`src/rtl/regfile_pkg.sv`:
```
// Shared definitions for the multi-port register file: default geometry
// and the byte-enable merge used by both the storage update and the bypass path.
package regfile_pkg;

  localparam int DEF_DATA_W = 32;
  localparam int DEF_ADDR_W = 5;
  localparam int NBYTES     = DEF_DATA_W / 8;

  // Selects the new byte when its enable is set, otherwise keeps the old one.
  // Chaining two calls (A then B) gives the B-over-A-over-stored merge.
  function automatic logic [7:0] merge_byte(input logic [7:0] old_byte,
                                            input logic [7:0] new_byte,
                                            input logic       be);
    return be ? new_byte : old_byte;
  endfunction

endpackage

```
`src/rtl/regfile_rd_port.sv`:
```
// One combinational read port: selects the stored word, overlays any
// same-cycle write bytes when bypass is on, forces register 0 to zero and
// masks the busy bit when the pending producer is writing back this cycle.
module regfile_rd_port
  import regfile_pkg::*;
#(
  parameter int DATA_W   = DEF_DATA_W,
  parameter int ADDR_W   = DEF_ADDR_W,
  parameter int ZERO_REG = 1,
  parameter int BYPASS   = 1
) (
  input  logic [ADDR_W-1:0]     addr,
  input  logic [DATA_W-1:0]     mem [2**ADDR_W],
  input  logic [2**ADDR_W-1:0]  busy_vec,
  input  logic                  wa_en,
  input  logic [ADDR_W-1:0]     wa_addr,
  input  logic [DATA_W/8-1:0]   wa_be,
  input  logic [DATA_W-1:0]     wa_data,
  input  logic                  wb_en,
  input  logic [ADDR_W-1:0]     wb_addr,
  input  logic [DATA_W/8-1:0]   wb_be,
  input  logic [DATA_W-1:0]     wb_data,
  input  logic                  rsv_en,
  input  logic [ADDR_W-1:0]     rsv_addr,
  output logic [DATA_W-1:0]     data,
  output logic                  busy
);

  logic              is_zero;
  logic              a_hit;
  logic              b_hit;
  logic              r_hit;
  logic [DATA_W-1:0] stored;

  // Read mux with optional byte-wise forwarding and busy masking.
  always_comb begin
    is_zero = (ZERO_REG != 0) && (addr == '0);
    a_hit   = (BYPASS != 0) && wa_en && (wa_addr == addr);
    b_hit   = (BYPASS != 0) && wb_en && (wb_addr == addr);
    r_hit   = rsv_en && (rsv_addr == addr);
    stored  = mem[addr];
    data    = '0;
    for (int b = 0; b < DATA_W / 8; b++) begin
      data[b*8 +: 8] = merge_byte(merge_byte(stored[b*8 +: 8], wa_data[b*8 +: 8],
                                             a_hit && wa_be[b]),
                                  wb_data[b*8 +: 8], b_hit && wb_be[b]);
    end
    if (is_zero) begin
      data = '0;
    end
    busy = busy_vec[addr] && !((a_hit || b_hit) && !r_hit);
  end

endmodule

```
`src/rtl/regfile_mp.sv`:
```
// Parametrised register file with NUM_RD combinational read ports, two
// byte-enabled write ports (B wins per byte on a shared address), optional
// hardwired zero register and a per-register busy scoreboard.
module regfile_mp
  import regfile_pkg::*;
#(
  parameter int DATA_W   = DEF_DATA_W,
  parameter int ADDR_W   = DEF_ADDR_W,
  parameter int NUM_RD   = 3,
  parameter int ZERO_REG = 1,
  parameter int BYPASS   = 1
) (
  input  logic                       clk,
  input  logic                       rst_n,
  input  logic [NUM_RD*ADDR_W-1:0]   rd_addr,
  output logic [NUM_RD*DATA_W-1:0]   rd_data,
  output logic [NUM_RD-1:0]          rd_busy,
  input  logic                       wa_en,
  input  logic [ADDR_W-1:0]          wa_addr,
  input  logic [DATA_W/8-1:0]        wa_be,
  input  logic [DATA_W-1:0]          wa_data,
  input  logic                       wb_en,
  input  logic [ADDR_W-1:0]          wb_addr,
  input  logic [DATA_W/8-1:0]        wb_be,
  input  logic [DATA_W-1:0]          wb_data,
  input  logic                       rsv_en,
  input  logic [ADDR_W-1:0]          rsv_addr,
  output logic [2**ADDR_W-1:0]       busy_vec
);

  localparam int DEPTH = 2**ADDR_W;

  logic [DATA_W-1:0] mem      [DEPTH];
  logic [DATA_W-1:0] mem_next [DEPTH];
  logic [DEPTH-1:0]  busy_q;
  logic [DEPTH-1:0]  busy_next;
  logic              a_ok;
  logic              b_ok;
  logic              wa_fwd;
  logic              wb_fwd;

  assign busy_vec = busy_q;

  // Forwarding is suppressed while reset is held so reads stay at zero.
  assign wa_fwd = wa_en && rst_n;
  assign wb_fwd = wb_en && rst_n;

  // Next storage contents: drop writes to r0, then merge A and B byte-wise.
  always_comb begin
    a_ok = wa_en && !((ZERO_REG != 0) && (wa_addr == '0));
    b_ok = wb_en && !((ZERO_REG != 0) && (wb_addr == '0));
    for (int k = 0; k < DEPTH; k++) begin
      mem_next[k] = mem[k];
      for (int b = 0; b < DATA_W / 8; b++) begin
        mem_next[k][b*8 +: 8] =
          merge_byte(merge_byte(mem[k][b*8 +: 8], wa_data[b*8 +: 8],
                                a_ok && (wa_addr == ADDR_W'(k)) && wa_be[b]),
                     wb_data[b*8 +: 8],
                     b_ok && (wb_addr == ADDR_W'(k)) && wb_be[b]);
      end
    end
  end

  // Next scoreboard: writes clear, a same-cycle reserve re-sets (new producer wins).
  always_comb begin
    for (int k = 0; k < DEPTH; k++) begin
      busy_next[k] = (busy_q[k] && !((wa_en && (wa_addr == ADDR_W'(k))) ||
                                     (wb_en && (wb_addr == ADDR_W'(k)))))
                     || (rsv_en && (rsv_addr == ADDR_W'(k)));
    end
    if (ZERO_REG != 0) begin
      busy_next[0] = 1'b0;
    end
  end

  // Storage and scoreboard registers, cleared asynchronously.
  always_ff @(posedge clk or negedge rst_n) begin
    if (!rst_n) begin
      for (int k = 0; k < DEPTH; k++) begin
        mem[k] <= '0;
      end
      busy_q <= '0;
    end else begin
      mem    <= mem_next;
      busy_q <= busy_next;
    end
  end

  for (genvar k = 0; k < NUM_RD; k++) begin : g_rd
    regfile_rd_port #(
      .DATA_W  (DATA_W),
      .ADDR_W  (ADDR_W),
      .ZERO_REG(ZERO_REG),
      .BYPASS  (BYPASS)
    ) u_port (
      .addr    (rd_addr[k*ADDR_W +: ADDR_W]),
      .mem     (mem),
      .busy_vec(busy_q),
      .wa_en   (wa_fwd),
      .wa_addr (wa_addr),
      .wa_be   (wa_be),
      .wa_data (wa_data),
      .wb_en   (wb_fwd),
      .wb_addr (wb_addr),
      .wb_be   (wb_be),
      .wb_data (wb_data),
      .rsv_en  (rsv_en),
      .rsv_addr(rsv_addr),
      .data    (rd_data[k*DATA_W +: DATA_W]),
      .busy    (rd_busy[k])
    );
  end

endmodule

```
`config.mk`:
```
export PLATFORM = sky130hd
export DESIGN_NAME = regfile_mp
export DESIGN_NICKNAME = d
export VERILOG_FILES = /design/src/rtl/regfile_pkg.sv /design/src/rtl/regfile_rd_port.sv /design/src/rtl/regfile_mp.sv
export SDC_FILE = /design/constraint.sdc
export NUM_CORES = 2
export LEC_CHECK = 0
export CAP_MARGIN = 5
export CORE_MARGIN = 5
export CORE_UTILIZATION = 29
export CTS_CLUSTER_DIAMETER = 40
export DETAILED_ROUTE_END_ITERATION = 12
export DONT_BUFFER_PORTS = 1
export PLACE_DENSITY = 0.44
export SLEW_MARGIN = 20
export SYNTH_ARGS = -nofsm -noshare
export SYNTH_HDL_FRONTEND = slang
export SYNTH_HIERARCHICAL = 1
export SYNTH_SLANG_ARGS = --single-unit
```
`constraint.sdc`:
```
create_clock -name clk -period 3.6 [get_ports clk]
set_input_delay 0.72 -clock clk [delete_from_list [all_inputs] [get_ports clk]]
set_output_delay 0.72 -clock clk [all_outputs]
set_load 0.01 [all_outputs]
```
======== Yosys cells after proc, flatten, opt, wreduce, memory -nomap -nowiden ========
Cells that the tools add are included.
word-level totals
  input bits .............................. 107
  word-level logic and storage cells ...... 1262
  bits in registers ....................... 1055
  output and inout port bits .............. 131
operators by class
  equal/unequal tests ..................... 102
  magnitude comparators ................... 6
  bitwise logic cells ..................... 3
  mux-type cells .......................... 298
  reduce and logical (&&, ||, !) cells .... 724
operators by type and width
  operator                                                                       count
  8-bit two-way mux                                                              280
  1-bit logical AND                                                              487
  32-bit binary-select mux with 5-bit select                                     3
  32-bit two-way mux                                                             9
  2-bit nonzero test                                                             128
  5-bit == test (second input constant)                                          48
  5-bit by 4-bit == test with 1-bit output (second input constant)               24
  1-bit logical OR                                                               65
  5-bit by 3-bit == test with 1-bit output (second input constant)               12
  5-bit == test                                                                  9
  1-bit zero test                                                                39
  5-bit by 2-bit == test with 1-bit output (second input constant)               6
  5-bit zero test                                                                5
  6-bit greater-or-equal comparator (second input constant)                      3
  5-bit by 6-bit less-than comparator with 1-bit output (second input constant)  3
  5-bit NOT with 6-bit output                                                    3
  1-bit binary-select mux with 5-bit select                                      3
  5-bit by 1-bit == test with 1-bit output (second input constant)               3
  1-bit two-way mux                                                              3

======== Depth between registers and ports, before layout ========
  depth in word-level cells ............... 7
  mapped depth ............................ 9

======== By module ========
Netlist, hierarchy kept.
by module, submodules not included
  module                                 area each (um^2)  sequential area each (um^2)  cells an instance  instances
  regfile_mp                             53525.1           26400.3                      6212               1
  regfile_rd_port at g_rd[1].u_port ...  9362.7            0.0                          852                2
  regfile_rd_port at g_rd[0].u_port      9367.7            0.0                          853                1

======== Worst setup path before layout ========
No wires, ideal clock.
  path kind ............................... input-to-output
  start ................................... input rd_addr[0]
  end ..................................... output rd_data[23]
  arrival ................................. 2386 ps
  data required time ...................... 2880 ps
  slack ................................... 494 ps
  stages on the path ...................... 9
  path through ............................ buf_2 > buf_6 > buf_6 > xnor2_1 > nand2_2 > nor3_4 > buf_4 > a221oi_1 > a221oi_1
on the way
  cells in the longest elaborated chain, start to end .. 7
RTL lines
  element                                                RTL line               text
  start: declaration                                     regfile_mp.sv:15       input logic [NUM_RD*ADDR_W-1:0] rd_addr,
  5-bit NOT with 6-bit output (implied by the code)      regfile_rd_port.sv:41  stored = mem[addr];
  32-bit binary-select mux with 5-bit select             regfile_rd_port.sv:41
  32-bit two-way mux (implied by the code) (2 in a row)  regfile_rd_port.sv:41
  8-bit two-way mux (2 in a row)                         regfile_pkg.sv:14      return be ? new_byte : old_byte;
  32-bit two-way mux *                                   regfile_rd_port.sv:48  if (is_zero) begin
  end: declaration                                       regfile_mp.sv:16       output logic [NUM_RD*DATA_W-1:0] rd_data,
Every way passes the cells marked *; elsewhere a longest branch is shown, timed or not. The select of a mux whose other input is x is not followed.

======== Final worst setup path ========
  start ................................... input rd_addr[10]
  end ..................................... output rd_data[81]
The elaborated chain is that of the path after synthesis.

==> summary.md <==
| Metric | Value |
|---|---|
| Crit path time final | roughly 3900 ps |
| Wire length of the first global-routing pass | approximately 730000 um |
| Tot GR Track Use | about a third |
| Dpl hpwl | 313000 um |
| Antenna violations before repair | 39 |
| PwrDens | between 500 and 600 mW/mm2 |
| Measured slew at the worst slew-check pin | 1250 ps |
| Vias in the first global route | approximately 86000 |
| Async set or reset register ratio after synthesis | 100% |
| Crit path DAT | about 3200 ps |
| Die ar. | between 0.2 and 0.3 mm2 |
| NumNets Final | approximately 8800 |
| Met2 Usage GRT | 50.5% |
| Grt total ovfl | 0 |
| Worst min path class | input port to asynchronous set/reset pin |
| Number of flops mapped to enable cells by yosys | 0 |
| Post-synth cell types | 65 |
| Final setup violation count | 95 |
| Sink Count | ~1100 |
| DP Worst Slack | -1350 ps |
| CTS max path bufs | 4 |
| Initial detailed-routing violation count | approximately 14000 |
| Crit start category | input port |
| Worst Hold Margin | -74.6 ps |
| Die Width | 541 um |
| Port Buf Inserts | 0 |
| Worst Setup Slack, final | -294 ps |
| Peak supply drop | slightly below 0.5 mV |
| CP max stage cell | mux4_2 |
| H-Tree Depth | 4 |
| First-pass DRT Iterations | 9 |
| CTS tree | yes |
| # IOs | ~240 |
| Via count | about 90000 |
| Routed Antenna Nets | 0 |
| Cells after DPL | 12071 |
| Crit path top cell by count | buf_4 |
| Largest net degree at the start of global routing | roughly 240 |
| Number of max-cap violations | 0 |
| Routed WL per cell | 42.3 um |
| Leading cell type in the layout, fill and taps excluded | dfrtp_1 |
| DRC viols | 0 |
| WS Path Type | input port to output port |
| Post-Syn Instances | around 8800 |
| Skew final | 0 ps |
| Post-synthesis area per instance | 9.31 um2 |
| Cell at the root of the clock tree | clkbuf_16 |
| Fmax | 257 MHz |
| R2R Setup Slk | about 2200 ps |
| TritonCTS Buffers | ~230 |
| Die Ht | around 540 um |
| Commonest non-fill, non-tap cells in the layout | dfrtp_1 (1046), nand2_1 (906), nor3_1 (776) |
| Post-synthesis register bit count | roughly 1100 |
| Pwr Total | around 0.057 W |
| Crit share post-route | 108% |
| Row count | roughly 190 |
| Yosys Warn Count | 6 |
| Initial Utilization | roughly 29% |
| CTS clk-pin slew, worst paths | about 60 ps |
| Critical path, cell by cell | mux4_2, nor2_1, nor4_1, buf_4, a221oi_2, a221oi_1, buf_4 |
| Failing checks | hold timing, setup timing |
| Relative slew slack | 15.3% |
| Synth Cell Area | roughly 0.082 mm2 |
| CP max FO | about 240 |
| Max-slew violations | 0 |
| Fin. Hold Viols | 22 |
| Met1 GRT Util | between 40% and 50% |
| Via density | approximately 7 |
| Pleak | ~36 nW |
| Layout cells sized above 1 | approximately 30% |
| Drt total wl | around 530000 um |
| Core Area | approximately 0.28 mm2 |
| Top_reg_cell synth | dfrtp_1 |
| Clock Latency Late Sink | about 920 ps |
| M3 GR Usage | between 10% and 20% |
| Routability Congestion | slightly above 0.9 |
| Worst EP required | 2880 ps |
| Layout area overhead | 24.1% |
| Fin cells | ~13000 |
| Busiest layer in global routing | met2 |
| Post-synthesis sequential area ratio | around a third |
| Worst setup EP type | output port |
| Slowest stage delay, CP | between 600 and 700 ps |
| Status | finished, violations left |
| RSZ-0062 raised after global routing | yes |
area by class of cell:
class | count | area (um2)
fill | 27788 | 179000
multi-input combinational | 6398 | 52300
sequential | 1055 | 26400
timing repair buffer | 898 | 9410
clock buffer | 283 | 6330
tap | 3724 | 4660
clock inverter | 142 | 1720
inverter | 110 | 413
antenna | 13 | 32.5
where the power goes:
group	switching, W	total, W	internal, W
Clock	0.00810	0.0227	0.0146
Sequential	0.00329	0.0182	0.0149
Combinational	0.00766	0.0158	0.00817
per-layer routing:
metal | part of all wire, % | vias up
li1 | - | 34189
met1 | 35 | 45525
met2 | 42 | 7920
met3 | 13 | 2148
met4 | 9.5 | 28
met5 | 0.036 | -
worst paths after layout:
kind,from,endpoint,cells past startpoint
max in group asynchronous,rst_n,mem[913]$_DFFE_PN0P_,5
min in group clk,wb_data[14],mem[46]$_DFFE_PN0P_,2
min reg2reg,mem[1009]$_DFFE_PN0P_,mem[1009]$_DFFE_PN0P_,0
max reg2reg,busy_vec[1]$_DFF_PN0_,busy_vec[1]$_DFF_PN0_,3
min,rst_n,mem[321]$_DFFE_PN0P_,2
max,rd_addr[10],rd_data[81],7
cell usage after synthesis, types with 7 or more instances:
master	n	area, um2
dfrtp_1	1055	26400
nand2_1	910	3420
clkbuf_1	892	3350
nor3_1	781	3910
o21ai_0	776	3880
a31oi_1	763	4770
mux4_2	699	15700
a21oi_1	341	1710
nor2_1	340	1280
o22ai_1	322	2010
mux2_2	195	2200
o32ai_1	194	1700
a221oi_1	165	1450
buf_2	146	731
inv_1	107	402
nand3_1	107	536
o2bb2ai_1	107	937
mux2i_1	102	1020
nor4_1	92	576
and4b_1	70	701
buf_4	64	480
buf_1	50	188
buf_6	47	529
nand2b_1	44	275
and4_1	35	307
nor4bb_1	34	340
xnor2_1	27	236
o31ai_1	26	195
o221ai_1	24	210
and3_1	23	144
nand3b_1	22	165
a211oi_1	21	158
xor2_1	18	158
and3b_1	16	140
nand4b_1	13	114
or3b_2	11	96.3
clkbuf_2	10	50.1
nor3_4	9	146
a22oi_1	8	60.1
nand4_1	8	50.1
nand4bb_1	8	90.1
or2_2	8	50.1
nor2b_1	7	43.8
nor3b_1	7	52.6
state kept, by name, summed over array words and instances, names as in the netlist:
signal,flops
busy_vec,31
mem,1024
metrics by stage:
step	instance area (um2)	util, %	hold WS, ps	setup TNS [ps]
5_1_grt	101000	36.2	19.3	-5530
6_report	101000	36.2	-74.6	-12170
4_1_cts	99400	35.5	0.357	-395
3_5_place_dp	89000	31.8	403	-115930
2_1_floorplan	81600	-	424	0
3_3_place_gp	88900	31.8	394	-118230
critical path, delay by kind of cell:
kind            cells  cell delay [ps]
simple gates        2              430
compound gates      2              410
mux                 1              660
buf+inv             2              410
cells by family (layout without fill, tap and decap cells):
| group | Yosys count | after routing | synth area share (%) |
|---|---|---|---|
| buf+inv | 1319 | 1433 | 7.03 |
| simple gates | 2569 | 2569 | 15.5 |
| flops | 1055 | 1055 | 32.3 |
| xor+xnor | 45 | 45 | 0.483 |
| other cells | 1 | 17 | 0.00459 |
| compound gates | 2784 | 2784 | 21.4 |
| mux | 996 | 996 | 23.2 |
timing repair:
item / 4_1_cts / 5_1_grt
resized for setup: 256 / 234
cloned: 9 / 9
setup endpoints to repair: 99 / 97
buffers inserted: 14 / 42
hold buffers: 48 / 0
hold endpoints to repair: 343 / 0
pin swaps: 114 / 84
(Power assumes the default switching activity.)
